$ cat src/rtl/shot_charge_ctrl.sv
`default_nettype none
// ============================================================================
// Module   : shot_charge_ctrl
// Brief    : Cue-ball shot front end. It turns held aim keys into single-cycle
//            charge pulses with frame-based auto-repeat, tracks the per-axis
//            charge level, and issues releaseBall on fire. Optional cancel
//            unwind is built when SHOT_CANCEL_EN is defined.
// Revision : 1.0 - initial release
// ============================================================================
module shot_charge_ctrl #(
    parameter int MAX_STEPS         = 5,
    parameter int INIT_DELAY_FRAMES = 15,
    parameter int REPEAT_FRAMES     = 6,
    parameter int SETTLE_FRAMES     = 4
) (
    input  logic              clk,
    input  logic              resetN,
    input  logic              startOfFrame,
    input  logic              keyUp,
    input  logic              keyDown,
    input  logic              keyLeft,
    input  logic              keyRight,
    input  logic              keyFire,
    input  logic              keyCancel,
    input  logic              ballMoving,
    output logic              chargeUp,
    output logic              chargeDown,
    output logic              chargeLeft,
    output logic              chargeRight,
    output logic              releaseBall,
    output logic signed [3:0] chargeLevelX,
    output logic signed [3:0] chargeLevelY,
    output logic              aimEnable
);

    typedef enum logic [1:0] {
        ARMED  = 2'd0,
        FIRE   = 2'd1,
        MOVING = 2'd2
`ifdef SHOT_CANCEL_EN
        , CANCEL = 2'd3
`endif
    } state_t;

    localparam logic signed [3:0] c_maxLevel     = 4'(MAX_STEPS);
    localparam logic signed [3:0] c_minLevel     = -c_maxLevel;
    localparam logic        [7:0] c_settleTarget = 8'(SETTLE_FRAMES);

    state_t          r_state;
    logic [1:0]      r_posKeyD;
    logic [1:0]      r_negKeyD;
    logic            r_keyFireD;
    logic            r_fresh;
    logic            r_aim;
    logic            r_release;
    logic [1:0]      r_pulsePos;
    logic [1:0]      r_pulseNeg;
    logic [1:0][7:0] r_holdCnt;
    logic [1:0][3:0] r_level;
    logic [7:0]      r_settleCnt;

    // Axis index 0 is X (Right positive), 1 is Y (Up positive)
    logic [1:0]      w_posKey;
    logic [1:0]      w_negKey;
    logic [1:0]      w_curPos;
    logic [1:0]      w_curNeg;
    logic [1:0]      w_prevPos;
    logic [1:0]      w_prevNeg;
    logic [1:0]      w_same;
    logic [1:0]      w_edge;
    logic [1:0]      w_step;
    logic [1:0]      w_req;
    logic [1:0]      w_doPos;
    logic [1:0]      w_doNeg;
    logic [1:0][7:0] w_holdNext;
    logic [1:0][3:0] w_levelNext;
    logic [7:0]      w_settleNext;
    logic            w_fireReq;

    assign w_posKey = {keyUp, keyRight};
    assign w_negKey = {keyDown, keyLeft};

    function automatic logic isRepeat(input logic [7:0] cnt);
        int c;
        c = int'(cnt);
        return (c >= INIT_DELAY_FRAMES) &&
               (((c - INIT_DELAY_FRAMES) % REPEAT_FRAMES) == 0);
    endfunction

    always_comb begin
        w_curPos    = '0;
        w_curNeg    = '0;
        w_prevPos   = '0;
        w_prevNeg   = '0;
        w_same      = '0;
        w_edge      = '0;
        w_step      = '0;
        w_req       = '0;
        w_doPos     = '0;
        w_doNeg     = '0;
        w_holdNext  = '0;
        w_levelNext = r_level;
        for (int a = 0; a < 2; a++) begin
            w_curPos[a]  = w_posKey[a] & ~w_negKey[a];
            w_curNeg[a]  = w_negKey[a] & ~w_posKey[a];
            // Right after re-arm the history is masked so a held key acts as a new press
            w_prevPos[a] = ~r_fresh & r_posKeyD[a] & ~r_negKeyD[a];
            w_prevNeg[a] = ~r_fresh & r_negKeyD[a] & ~r_posKeyD[a];
            w_same[a]    = (w_curPos[a] & w_prevPos[a]) | (w_curNeg[a] & w_prevNeg[a]);
            w_edge[a]    = (w_curPos[a] | w_curNeg[a]) & ~w_same[a];
            w_step[a]    = w_same[a] & startOfFrame & (r_holdCnt[a] != 8'hFF);

            if (w_step[a])
                w_holdNext[a] = r_holdCnt[a] + 8'd1;
            else if (w_same[a])
                w_holdNext[a] = r_holdCnt[a];

            w_req[a]   = w_edge[a] | (w_step[a] & isRepeat(r_holdCnt[a] + 8'd1));
            w_doPos[a] = w_req[a] & w_curPos[a] & ($signed(r_level[a]) < c_maxLevel);
            w_doNeg[a] = w_req[a] & w_curNeg[a] & ($signed(r_level[a]) > c_minLevel);

            if (w_doPos[a])
                w_levelNext[a] = r_level[a] + 4'd1;
            else if (w_doNeg[a])
                w_levelNext[a] = r_level[a] - 4'd1;
        end
    end

    assign w_fireReq    = keyFire & ~r_keyFireD & ~ballMoving & (r_level != '0);
    assign w_settleNext = r_settleCnt + 8'd1;

`ifdef SHOT_CANCEL_EN
    logic            r_keyCancelD;
    logic [1:0]      w_cancelUp;
    logic [1:0]      w_cancelDown;
    logic [1:0][3:0] w_cancelLevel;
    logic            w_cancelReq;

    always_comb begin
        w_cancelUp    = '0;
        w_cancelDown  = '0;
        w_cancelLevel = r_level;
        for (int a = 0; a < 2; a++) begin
            w_cancelUp[a]   = $signed(r_level[a]) < 4'sd0;
            w_cancelDown[a] = $signed(r_level[a]) > 4'sd0;
            if (w_cancelUp[a])
                w_cancelLevel[a] = r_level[a] + 4'd1;
            else if (w_cancelDown[a])
                w_cancelLevel[a] = r_level[a] - 4'd1;
        end
    end

    assign w_cancelReq = keyCancel & ~r_keyCancelD & (r_level != '0);

    always_ff @(posedge clk or negedge resetN) begin
        if (!resetN)
            r_keyCancelD <= 1'b0;
        else
            r_keyCancelD <= keyCancel;
    end
`else
    logic w_unusedCancel;
    assign w_unusedCancel = keyCancel;
`endif

    always_ff @(posedge clk or negedge resetN) begin
        if (!resetN) begin
            r_state     <= ARMED;
            r_posKeyD   <= '0;
            r_negKeyD   <= '0;
            r_keyFireD  <= 1'b0;
            r_fresh     <= 1'b0;
            r_aim       <= 1'b1;
            r_release   <= 1'b0;
            r_pulsePos  <= '0;
            r_pulseNeg  <= '0;
            r_holdCnt   <= '0;
            r_level     <= '0;
            r_settleCnt <= '0;
        end else begin
            r_posKeyD  <= w_posKey;
            r_negKeyD  <= w_negKey;
            r_keyFireD <= keyFire;
            r_pulsePos <= '0;
            r_pulseNeg <= '0;
            r_release  <= 1'b0;

            case (r_state)
                ARMED: begin
                    r_fresh <= 1'b0;
                    // Fire takes priority; any charge edge in the same cycle is dropped
                    if (w_fireReq) begin
                        r_state   <= FIRE;
                        r_release <= 1'b1;
                        r_aim     <= 1'b0;
                    end
`ifdef SHOT_CANCEL_EN
                    else if (w_cancelReq) begin
                        r_state <= CANCEL;
                        r_aim   <= 1'b0;
                    end
`endif
                    else begin
                        r_pulsePos <= w_doPos;
                        r_pulseNeg <= w_doNeg;
                        r_level    <= w_levelNext;
                        r_holdCnt  <= w_holdNext;
                    end
                end

                FIRE: begin
                    r_level     <= '0;
                    r_holdCnt   <= '0;
                    r_settleCnt <= '0;
                    r_state     <= MOVING;
                end

                MOVING: begin
                    if (ballMoving) begin
                        r_settleCnt <= '0;
                    end else if (startOfFrame) begin
                        if (w_settleNext == c_settleTarget) begin
                            r_state     <= ARMED;
                            r_aim       <= 1'b1;
                            r_fresh     <= 1'b1;
                            r_settleCnt <= '0;
                            r_holdCnt   <= '0;
                        end else begin
                            r_settleCnt <= w_settleNext;
                        end
                    end
                end

`ifdef SHOT_CANCEL_EN
                CANCEL: begin
                    r_pulsePos <= w_cancelUp;
                    r_pulseNeg <= w_cancelDown;
                    r_level    <= w_cancelLevel;
                    if (w_cancelLevel == '0) begin
                        r_state   <= ARMED;
                        r_aim     <= 1'b1;
                        r_fresh   <= 1'b1;
                        r_holdCnt <= '0;
                    end
                end
`endif

                default: begin
                    r_state <= ARMED;
                    r_aim   <= 1'b1;
                end
            endcase
        end
    end

    assign chargeRight  = r_pulsePos[0];
    assign chargeUp     = r_pulsePos[1];
    assign chargeLeft   = r_pulseNeg[0];
    assign chargeDown   = r_pulseNeg[1];
    assign releaseBall  = r_release;
    assign chargeLevelX = r_level[0];
    assign chargeLevelY = r_level[1];
    assign aimEnable    = r_aim;

endmodule
`default_nettype wire

$ cat config.mk
export PLATFORM = sky130hd
export DESIGN_NAME = shot_charge_ctrl
export DESIGN_NICKNAME = d
export VERILOG_FILES = /design/src/rtl/shot_charge_ctrl.sv
export SDC_FILE = /design/constraint.sdc
export NUM_CORES = 1
export LEC_CHECK = 0
export CAP_MARGIN = 0
export CORE_UTILIZATION = 24
export CTS_CLUSTER_SIZE = 20
export DETAILED_ROUTE_END_ITERATION = 16
export GPL_TIMING_DRIVEN = 0
export SLEW_MARGIN = 10
export SYNTH_ARGS = -nofsm -noshare
export SYNTH_HDL_FRONTEND = slang
export SYNTH_SLANG_ARGS = --single-unit
$ cat constraint.sdc
create_clock -name clk -period 10.7 [get_ports clk]
set_clock_uncertainty 0.2 [all_clocks]
set_input_delay 2.14 -clock clk [delete_from_list [all_inputs] [get_ports clk]]
set_output_delay 2.14 -clock clk [all_outputs]
set_load 0.05 [all_outputs]
Yosys cells after proc, flatten, opt, wreduce, memory -nomap -nowiden --
Cells that the tools add are included.
Operators by class: $add $sub $neg 9, divide/modulo/power cells 2, order comparisons 6, equal/unequal tests 15, muxes and demuxes 36, bitwise gates (word level) 55, reductions and logical operators 18
Operators by type and width (count):
- 32-bit zero test | 2
- 32-bit by 4-bit modulo with 32-bit output, second input constant | 2
- 16-bit two-way mux | 4
- 8-bit two-way mux | 8
- 16-bit case mux with 3 select lines | 1
- 1-bit AND | 35
- 8-bit case mux with 2 select lines | 2
- 8-bit by 1-bit adder with 8-bit output, second input constant | 3
- 8-bit by 4-bit subtractor with 9-bit output, second input constant | 2
- 8-bit by 4-bit >= comparator with 1-bit output, second input constant | 2
- 2-bit two-way mux | 8
- 4-bit two-way mux | 4
- 8-bit inequality test, second input constant | 2
- 3-bit inequality test, second input constant | 5
- 1-bit NOT | 14
- 6-bit AND reduction | 2
- 2-bit inequality test, second input constant | 5
- 4-bit by 1-bit adder with 4-bit output, second input constant | 2
- 8-bit by 3-bit == test with 1-bit output, second input constant | 1
- 4-bit > comparator, second input constant | 2
- 4-bit less-than comparator, second input constant | 2
- 4-bit AND reduction | 2
- 8-bit nonzero test | 1
- 4-bit by 1-bit subtractor with 4-bit output, second input constant | 2
- other kinds (14) | 28
Storage, ports and cells: bits in registers 46, input bits 10, output and inout bits 14, logic and storage cells 155

Longest topological paths before layout --
Gate-level depths: netlist (run 1).
depth in word-level cells 15, gate-level depth with buffers 28

Worst setup path before layout (run 1) --
No wires, ideal clock.
kind register to register, start register r_holdCnt[0] (netlist name), end register r_level (netlist bit chargeLevelX[3]), data arrival time 5.538 ns, required time 10.379 ns, setup slack 4.841 ns, cell stages (with the launch flop) 26, buffers on the path 3, period minus slack after synthesis 5.859 ns, cell sequence dfrtp_1 > buf_2 > clkbuf_8 > inv_1 > ha_1 > clkbuf_8 > nand4b_1 > and3_4 > a211oi_2 > nor4_1 > a221oi_1 > nand2_2 > a221o_1 > o211ai_2 > mux2i_1 > ha_1 > o221ai_1 > o21a_2 > o211ai_1 > nand3_1 > ha_1 > a21o_2 > a21oi_1 > or3_4 > a31o_1 > a22o_1
On the way: cells in the longest elaborated chain, start to end 12, elaborated cells on any way between the ends 19, those cells by class 2 x add/sub; 1 x div; 1 x order compare; 2 x eq/ne; 3 x mux; 7 x bitwise; 3 x reduce/logical
Ends and longest elaborated chain:
- start: declaration | line 58 | logic [1:0][7:0] r_holdCnt;
- start signal: assignment | line 207 | r_holdCnt <= w_holdNext;
- 8-bit by 1-bit adder with 8-bit output | line 118 | w_req[a] = w_edge[a] | (w_step[a] & isRepeat(r_holdCnt[a] + 8'd1));
- 8-bit by 4-bit subtractor with 9-bit output | line 87 | (((c - INIT_DELAY_FRAMES) % REPEAT_FRAMES) == 0);
- 32-bit by 4-bit modulo with 32-bit output | line 87
- 32-bit zero test | line 87
- 1-bit logical AND | line 86 | return (c >= INIT_DELAY_FRAMES) &&
- 1-bit AND (*) | line 118
- 1-bit OR (*) | line 118
- 1-bit AND (2 in series) | line 119 | w_doPos[a] = w_req[a] & w_curPos[a] & ($signed(r_level[a]) < c_maxLevel);
- 4-bit two-way mux | line 122 | if (w_doPos[a])
- 8-bit two-way mux | line 192 | if (w_fireReq) begin
- 8-bit case mux with 2 select lines | line 188 | case (r_state)
- end signal: assignment | line 206 | r_level <= w_levelNext;
- end: declaration | line 59 | logic [1:0][3:0] r_level;
Every way passes the cells marked *; elsewhere a longest branch is shown, timed or not. The select of a mux whose other input is x is not followed. A chain may end at the register's enable or synchronous reset.

Worst setup path in the final report (run 1) --
start register r_holdCnt[8] (netlist name), end register r_level (netlist bit chargeLevelY[3])
Same word-level chain as after synthesis.

==> impl_results.md, run 1 <==
* Status: finished clean
* Resized cells post-CTS at 0
* Setup crit start: r_holdCnt[8]
* Async set-reset flop share out of synthesis at 100%
* DRT Pass-1 Iters at 5
* Syn_nets at 741
* Max clock buf depth at 2
* Clk_lat worst skew at 0.29 ns
* Post-CTS setup buffers at 0
* Reg2reg end: chargeLevelY[3]
* Vias per cell at 5.45
* Maxcap violations at 0
* CTS tree: done
* Post-DP HPWL at 11800 um
* Ratio of final minimum period to clock period at 66.4%
* Hold Slack at 0.292 ns
* Warnings, synthesis at 0
* # hold bufs at CTS at 0
* Fin. max-slew vios at 0
* Worst reg-to-reg setup slack at 3.59 ns
* Tightest Pin Transition at 0.891 ns
* First-pass GRT wire length at 26000 um
* Crit start category: flip-flop
* Post-synth top area share at 20.6%
* Pleak at 2.39 nW
* Grt ovf at 0
* Gr usage total at 12.9%
* Count leader, synth: o21ai_0
* WL per Instance at 15.1 um
* Port bufs at 22
* Synthesized instance count at 706
* Crit path kind: flip-flop to flip-flop
* H-tree levels at 2
* Tot Pwr at 0.741 mW
* FF-to-FF path depth at 25
* Hold path depth at 1
* Type of the most critical hold path: flip-flop to flip-flop
* Area of the core at 0.0221 sq mm
* Sequential area share after synthesis at 21.0%
* Critical Path RT at 10.71 ns
* Number of synthesized flops with an enable pin at 0
* Final min period at 7.11 ns
* Nets at 771
* Die Span Y at 153 um
* Avg Cell Area, Syn at 7.76 sq um
* RSZ-0062 raised after global routing: no
* Chip width at 153 um
* Clk sinks at 46
* Synth area leaders: dfrtp_1, o21ai_0, ha_1
* Endpoints failing hold at 0
* Drt total wl at 15400 um
* Share of cells above drive strength 1 at 10.4%
* Yosys cell types at 100
* Routability cong. at 0.901
* Initial antenna violation count at 0
* Final setup margin at 3.59 ns
* Routed Antenna Nets at 0
* Clock transition at path regs at 0.07 ns
* Initial core utilization at 24.8%
* CP Capture Type: flip-flop
* IO Pins at 24
* Worst hold endpoint: r_settleCnt[7]
* Synth top cells by count: o21ai_0, nor2_1, nand2_1
* FP Rows at 54
* Vias in the first global route at 5239
* Area of the multi-input gates at 0.00394 sq mm
* Setup Slack @ Placement at 3.68 ns
* Largest net degree at the start of global routing at 28
* Vias at 5542
* # DRC at 0
* Launching point of the worst reg2reg path: r_holdCnt[8]
* Slowest CP cell: a31oi_1
* Ys flop type: dfrtp_1
* Antenna diodes at 0
* Hold path startpoint: r_settleCnt[7]
* Crit path DAT at 7.11 ns
* Most used cell, CP: ha_1
* Maximum VDD drop at 75.4 uV
* Setup TNS at 0 ns
* CP Max Fanout at 10
* PwrDens at 119 mW/mm^2
* FF+latch count, synth at 46
* F_max at 141 MHz
* Root buf cell: clkbuf_16
* Overall die area at 0.0234 sq mm
* Layout fillers at 2382
* Crit-path max cell delay at 0.48 ns
* Post-Syn Area at 0.00548 sq mm
* Final Setup Violations at 0
* Slew HR at 40.1%
* Area Overhead vs Synth at 13.7%
* CTS buffer count at 5
* Register area at 0.00115 sq mm
* Synth area leader: dfrtp_1
* Iter 0 DRT Violations at 308
[final cells by class]
type,instances,area share (%)
Multi-Input combinational cell,589,63.3
Sequential cell,46,18.5
Tap cell,280,5.63
Buffer,40,4.24
Timing Repair Buffer,23,3.78
Clock buffer,6,2.07
Inverter,31,1.87
Clock inverter,2,0.603
[sequential cells by signal (all words and copies together) (netlist names)]
register	count
releaseBall	1
r_keyFireD	1
r_pulseNeg	2
r_negKeyD	2
r_posKeyD	2
chargeLevelY	4
r_pulsePos	2
aimEnable	1
r_state	2
r_settleCnt	8
r_holdCnt	16
r_fresh	1
chargeLevelX	4
[metrics by stage]
stage                     instance area [sq um]  instances  util (%)
after global placement                     6050       1008      27.4
final                                      6230       1017      28.2
after global routing                       6230       1017      28.2
after CTS                                  6230       1017      28.2
after floorplan                            5480        706         -
after detailed placement                   6060       1009      27.4
[metal layers]
| metal | track usage, % | wire [um] | part of all wire (%) | up-vias |
|---|---|---|---|---|
| li1 | - | - | - | 2739 |
| met4 | 3.32 | 279 | 1.8 | 0 |
| met1 | 17.5 | 7400 | 48 | 2648 |
| met2 | 22.0 | 7200 | 47 | 129 |
| met5 | 0 | 0 | 0 | - |
| met3 | 1.08 | 530 | 3.4 | 26 |
[how the worst max path moves through the flow]
stage	end	slack [ns]	depth (start not counted)
floorplan	chargeLevelX[3]	4.84	25
CTS	chargeLevelY[3]	3.65	25
detailed placement	chargeLevelY[3]	3.68	25
global placement	chargeLevelY[3]	3.81	25
global route	chargeLevelY[3]	2.90	25
finish	chargeLevelY[3]	3.59	25
[cells by family after synthesis]
| family | after synthesis | share of synthesized area (%) |
|---|---|---|
| AO/OA/AOI/OAI | 253 | 33.7 |
| XOR/XNOR | 20 | 3.34 |
| adder cells (fa/ha/maj) | 25 | 5.99 |
| buffers and inverters | 71 | 6.95 |
| flip-flops | 46 | 21.0 |
| multiplexers | 4 | 0.731 |
| AND/OR/NAND/NOR | 287 | 28.2 |
[worst max-delay path: cells and delay by family, from the launching register on]
family	cells	cell delay (ns)
AND/OR/NAND/NOR	9	2.47
adder cells (fa/ha/maj)	3	1.14
multiplexers	1	0.15
AO/OA/AOI/OAI	9	1.86
flip-flops	1	0.37
buffers and inverters	3	0.82
[placed cells by master, fill, tap and decap left out, types with 5 or more instances in the layout]
cell type / instances
nor3_1: 19
nand3b_1: 8
a21boi_0: 6
o211a_1: 5
nor2_1: 66
clkdlybuf4s50_1: 21
and3_1: 10
ha_1: 23
inv_1: 31
a31oi_1: 12
buf_4: 6
o21ai_0: 67
a21oi_1: 26
o211ai_1: 11
nand2b_1: 10
nor2b_1: 5
nand2_1: 65
a21o_1: 6
and2_1: 8
o221ai_1: 8
o31ai_1: 15
or3_1: 9
nand3_1: 28
nand4_1: 10
dfrtp_1: 45
clkbuf_16: 5
buf_2: 9
a211oi_1: 11
nor4_1: 11
o21a_1: 9
clkbuf_1: 17
o2111ai_1: 5
xnor2_1: 15
[where the power goes]
part           internal (mW)  total [mW]  leakage (nW)  switching, mW
registers              0.198       0.226         0.612         0.0279
clock network          0.110       0.179        0.0771         0.0683
logic                  0.121       0.337          1.70          0.216
Power figures use the tool's default switching activity.
==> inputs of run 2 (changes only) <==
clock period = 6.75 ns   (was 10.7 ns; I/O delays follow)
==> run 2 against run 1 <==
  * Clock-buffer cell count is the same
  * First-iteration DRC count shrank 0.65%
  * Clock power grew 59%
  * Total power grew 60%
  * Via count grew 0.83%
  * Sequential power grew 58%
  * Design area grew 2.3%
  * Critical path type unchanged
  * Largest cell class unchanged
==> impl_results.md, run 2 (synthesis results as in run 1) <==
* Hold Slack at 0.292 ns (+0.00000100 ns)
* Chip width at 153 um (unchanged)
* Area after DPL at 0.00606 sq mm (unchanged)
* Initial core utilization at 24.8% (unchanged)
* Antenna diodes at 0 (unchanged)
* Fin. max-slew vios at 0 (unchanged)
* Most frequent cells in the layout: o21ai_0, nand2_1, nor2_1, dfrtp_1, inv_1
* Most common cell after layout, fill and taps aside: o21ai_0
* Area Overhead vs Synth at 16.4%
* Tightest Pin Transition at 0.910 ns (+0.0183 ns)
* Nets at 776 (+0.65%)
* Final setup margin at 0.299 ns (-3.29 ns)
* # DRC at 0 (unchanged)
* DRT Pass-1 Iters at 5 (unchanged)
* Sequential Power Share at 30.2% (-0.3 points)
* Int Pwr at 0.686 mW (+60%)
* Biggest register: r_holdCnt
* Slew HR at 38.9% (-1.2 points)
* Overall die area at 0.0234 sq mm (unchanged)
* Crit path DAT at 6.43 ns (-0.68 ns)
* Final Util at 28.8% (+0.66 points)
* Finished Cell Area at 0.00637 sq mm (+2.3%)
* Endpoints failing hold at 0 (unchanged)
* Share of cells above drive strength 1 at 12.9% (+2.5 points)
* Gr usage total at 13.0% (+0.024 points)
* CTS buffer count at 5 (unchanged)
* Area of the core at 0.0221 sq mm (unchanged)
* Iter 0 DRT Violations at 306 (-0.65%)
* Maxcap violations at 0 (unchanged)
* CP Max Fanout at 10 (unchanged)
* CTS tree: done
* Clk_lat worst skew at 0.29 ns (about the same)
* P_sw at 0.499 mW (+60%)
* Type of the most critical hold path: flip-flop to flip-flop
* Final Setup Violations at 0 (unchanged)
* Initial antenna violation count at 0 (unchanged)
* Ratio of final minimum period to clock period at 95.6% (+29 points)
* FP Rows at 54 (unchanged)
* Setup TNS at 0 ns (unchanged)
* Vias at 5588 (+0.83%)
* Combinational Power Share at 45.8% (+0.4 points)
* Clock transition at path regs at 0.07 ns (about the same)
* F_max at 155 MHz (+10%)
* Critical Path RT at 6.73 ns (-3.98 ns)
* FF-to-FF path depth at 25 (unchanged)
* H-tree levels at 2 (unchanged)
* Routability cong. at 0.901 (unchanged)
* Drt total wl at 15600 um (+1.1%)
* Root buf cell: clkbuf_16
* Vias in the first global route at 5240 (+0.019%)
* Switching share of power at 42.1% (about the same)
* PwrDens at 186 mW/mm^2 (+56%)
* Max FFs per register at 16 (unchanged)
* First-pass GRT wire length at 26100 um (+0.21%)
* Vias per cell at 5.47 (+0.34%)
* Routed Antenna Nets at 0 (unchanged)
* Maximum VDD drop at 119 uV (+58%)
* Crit path kind: flip-flop to flip-flop
* Largest net degree at the start of global routing at 28 (unchanged)
* Final min period at 6.45 ns (-0.656 ns)
* Status: finished clean
* Setup Slack @ Placement at -0.269 ns (-3.95 ns)
* Crit start category: flip-flop
* Clk sinks at 46 (unchanged)
* Port bufs at 22 (unchanged)
* IO Pins at 24 (unchanged)
* Biggest regs: r_holdCnt x16, r_settleCnt x8
* Post-DP HPWL at 11800 um (unchanged)
* Pleak at 2.44 nW (+2.3%)
* Clk pwr share at 24.0% (about the same)
* Grt ovf at 0 (unchanged)
* Die Span Y at 153 um (unchanged)
* Hold path depth at 1 (unchanged)
* RSZ-0062 raised after global routing: no
* WL per Instance at 15.2 um (+0.56%)
* Max clock buf depth at 2 (unchanged)
* CP Capture Type: flip-flop
run 2: worst paths after layout:
kind,from,endpoint,slack [ns]
max in group asynchronous,resetN,r_settleCnt[1],5.02
max,r_holdCnt[0],chargeLevelX[3],0.30
min,r_settleCnt[7],r_settleCnt[7],0.29
min in group asynchronous,resetN,r_pulsePos[0],0.82
min reg2reg,r_settleCnt[7],r_settleCnt[7],0.29
max reg2reg,r_holdCnt[0],chargeLevelX[3],0.30
run 2: timing repair:
item | CTS | global route
pin swaps | 1 | 11
endpoints found under the setup margin | 4 | 4
resized for setup | 5 | 16
hold buffers | 0 | 0
setup buffers | 1 | 4
run 2: worst max-delay path, cell delays in order, from the launching register on:
cell      delay (ns)
dfrtp_1         0.40
clkbuf_4        0.19
clkbuf_8        0.19
inv_1           0.20
ha_1            0.28
clkbuf_8        0.18
nand4b_1        0.15
nand3_2         0.17
a221oi_4        0.40
nor4_1          0.14
a221oi_2        0.34
nand2_2         0.17
a221o_1         0.40
o211ai_4        0.26
mux2i_1         0.14
ha_1            0.26
or3_1           0.39
o221ai_1        0.20
a221o_1         0.25
nand3_2         0.14
ha_1            0.30
a21o_2          0.20
a21oi_1         0.16
o21ai_0         0.16
a31o_1          0.23
a22o_1          0.22
run 2: layer usage:
metal / GRT usage [%] / routed length (um) / vias up
li1: - / - / 2763
met1: 17.6 / 7390 / 2662
met2: 22.2 / 7310 / 141
met3: 0.879 / 619 / 22
met4: 3.03 / 249 / 0
met5: 0 / 0 / -
run 2: power by group through the flow:
stage | Sequential [mW] | Clock [mW] | Combinational (mW)
CTS | 0.359 | 0.289 | 0.539
finish | 0.358 | 0.284 | 0.543
global route | 0.365 | 0.298 | 0.597
global placement | 0.363 | 0 | 0.526
detailed placement | 0.363 | 0 | 0.535
floorplan | 0.440 | 0 | 0.298
run 2: area by class of cell:
class / count / area, sq um
flip-flops and latches: 46 / 1150
clock buffers: 6 / 129
clock inverters: 2 / 37.5
multi-input cells: 589 / 4050
plain buffers: 40 / 269
fillers: 2371 / 15700
repair buffers: 28 / 273
inverters: 31 / 116
well taps: 280 / 350
run 2: stage by stage:
stage | instances | power [mW]
after floorplan | 706 | 0.738
after global placement | 1008 | 0.889
after detailed placement | 1009 | 0.898
after CTS | 1018 | 1.19
after global routing | 1022 | 1.26
final | 1022 | 1.19
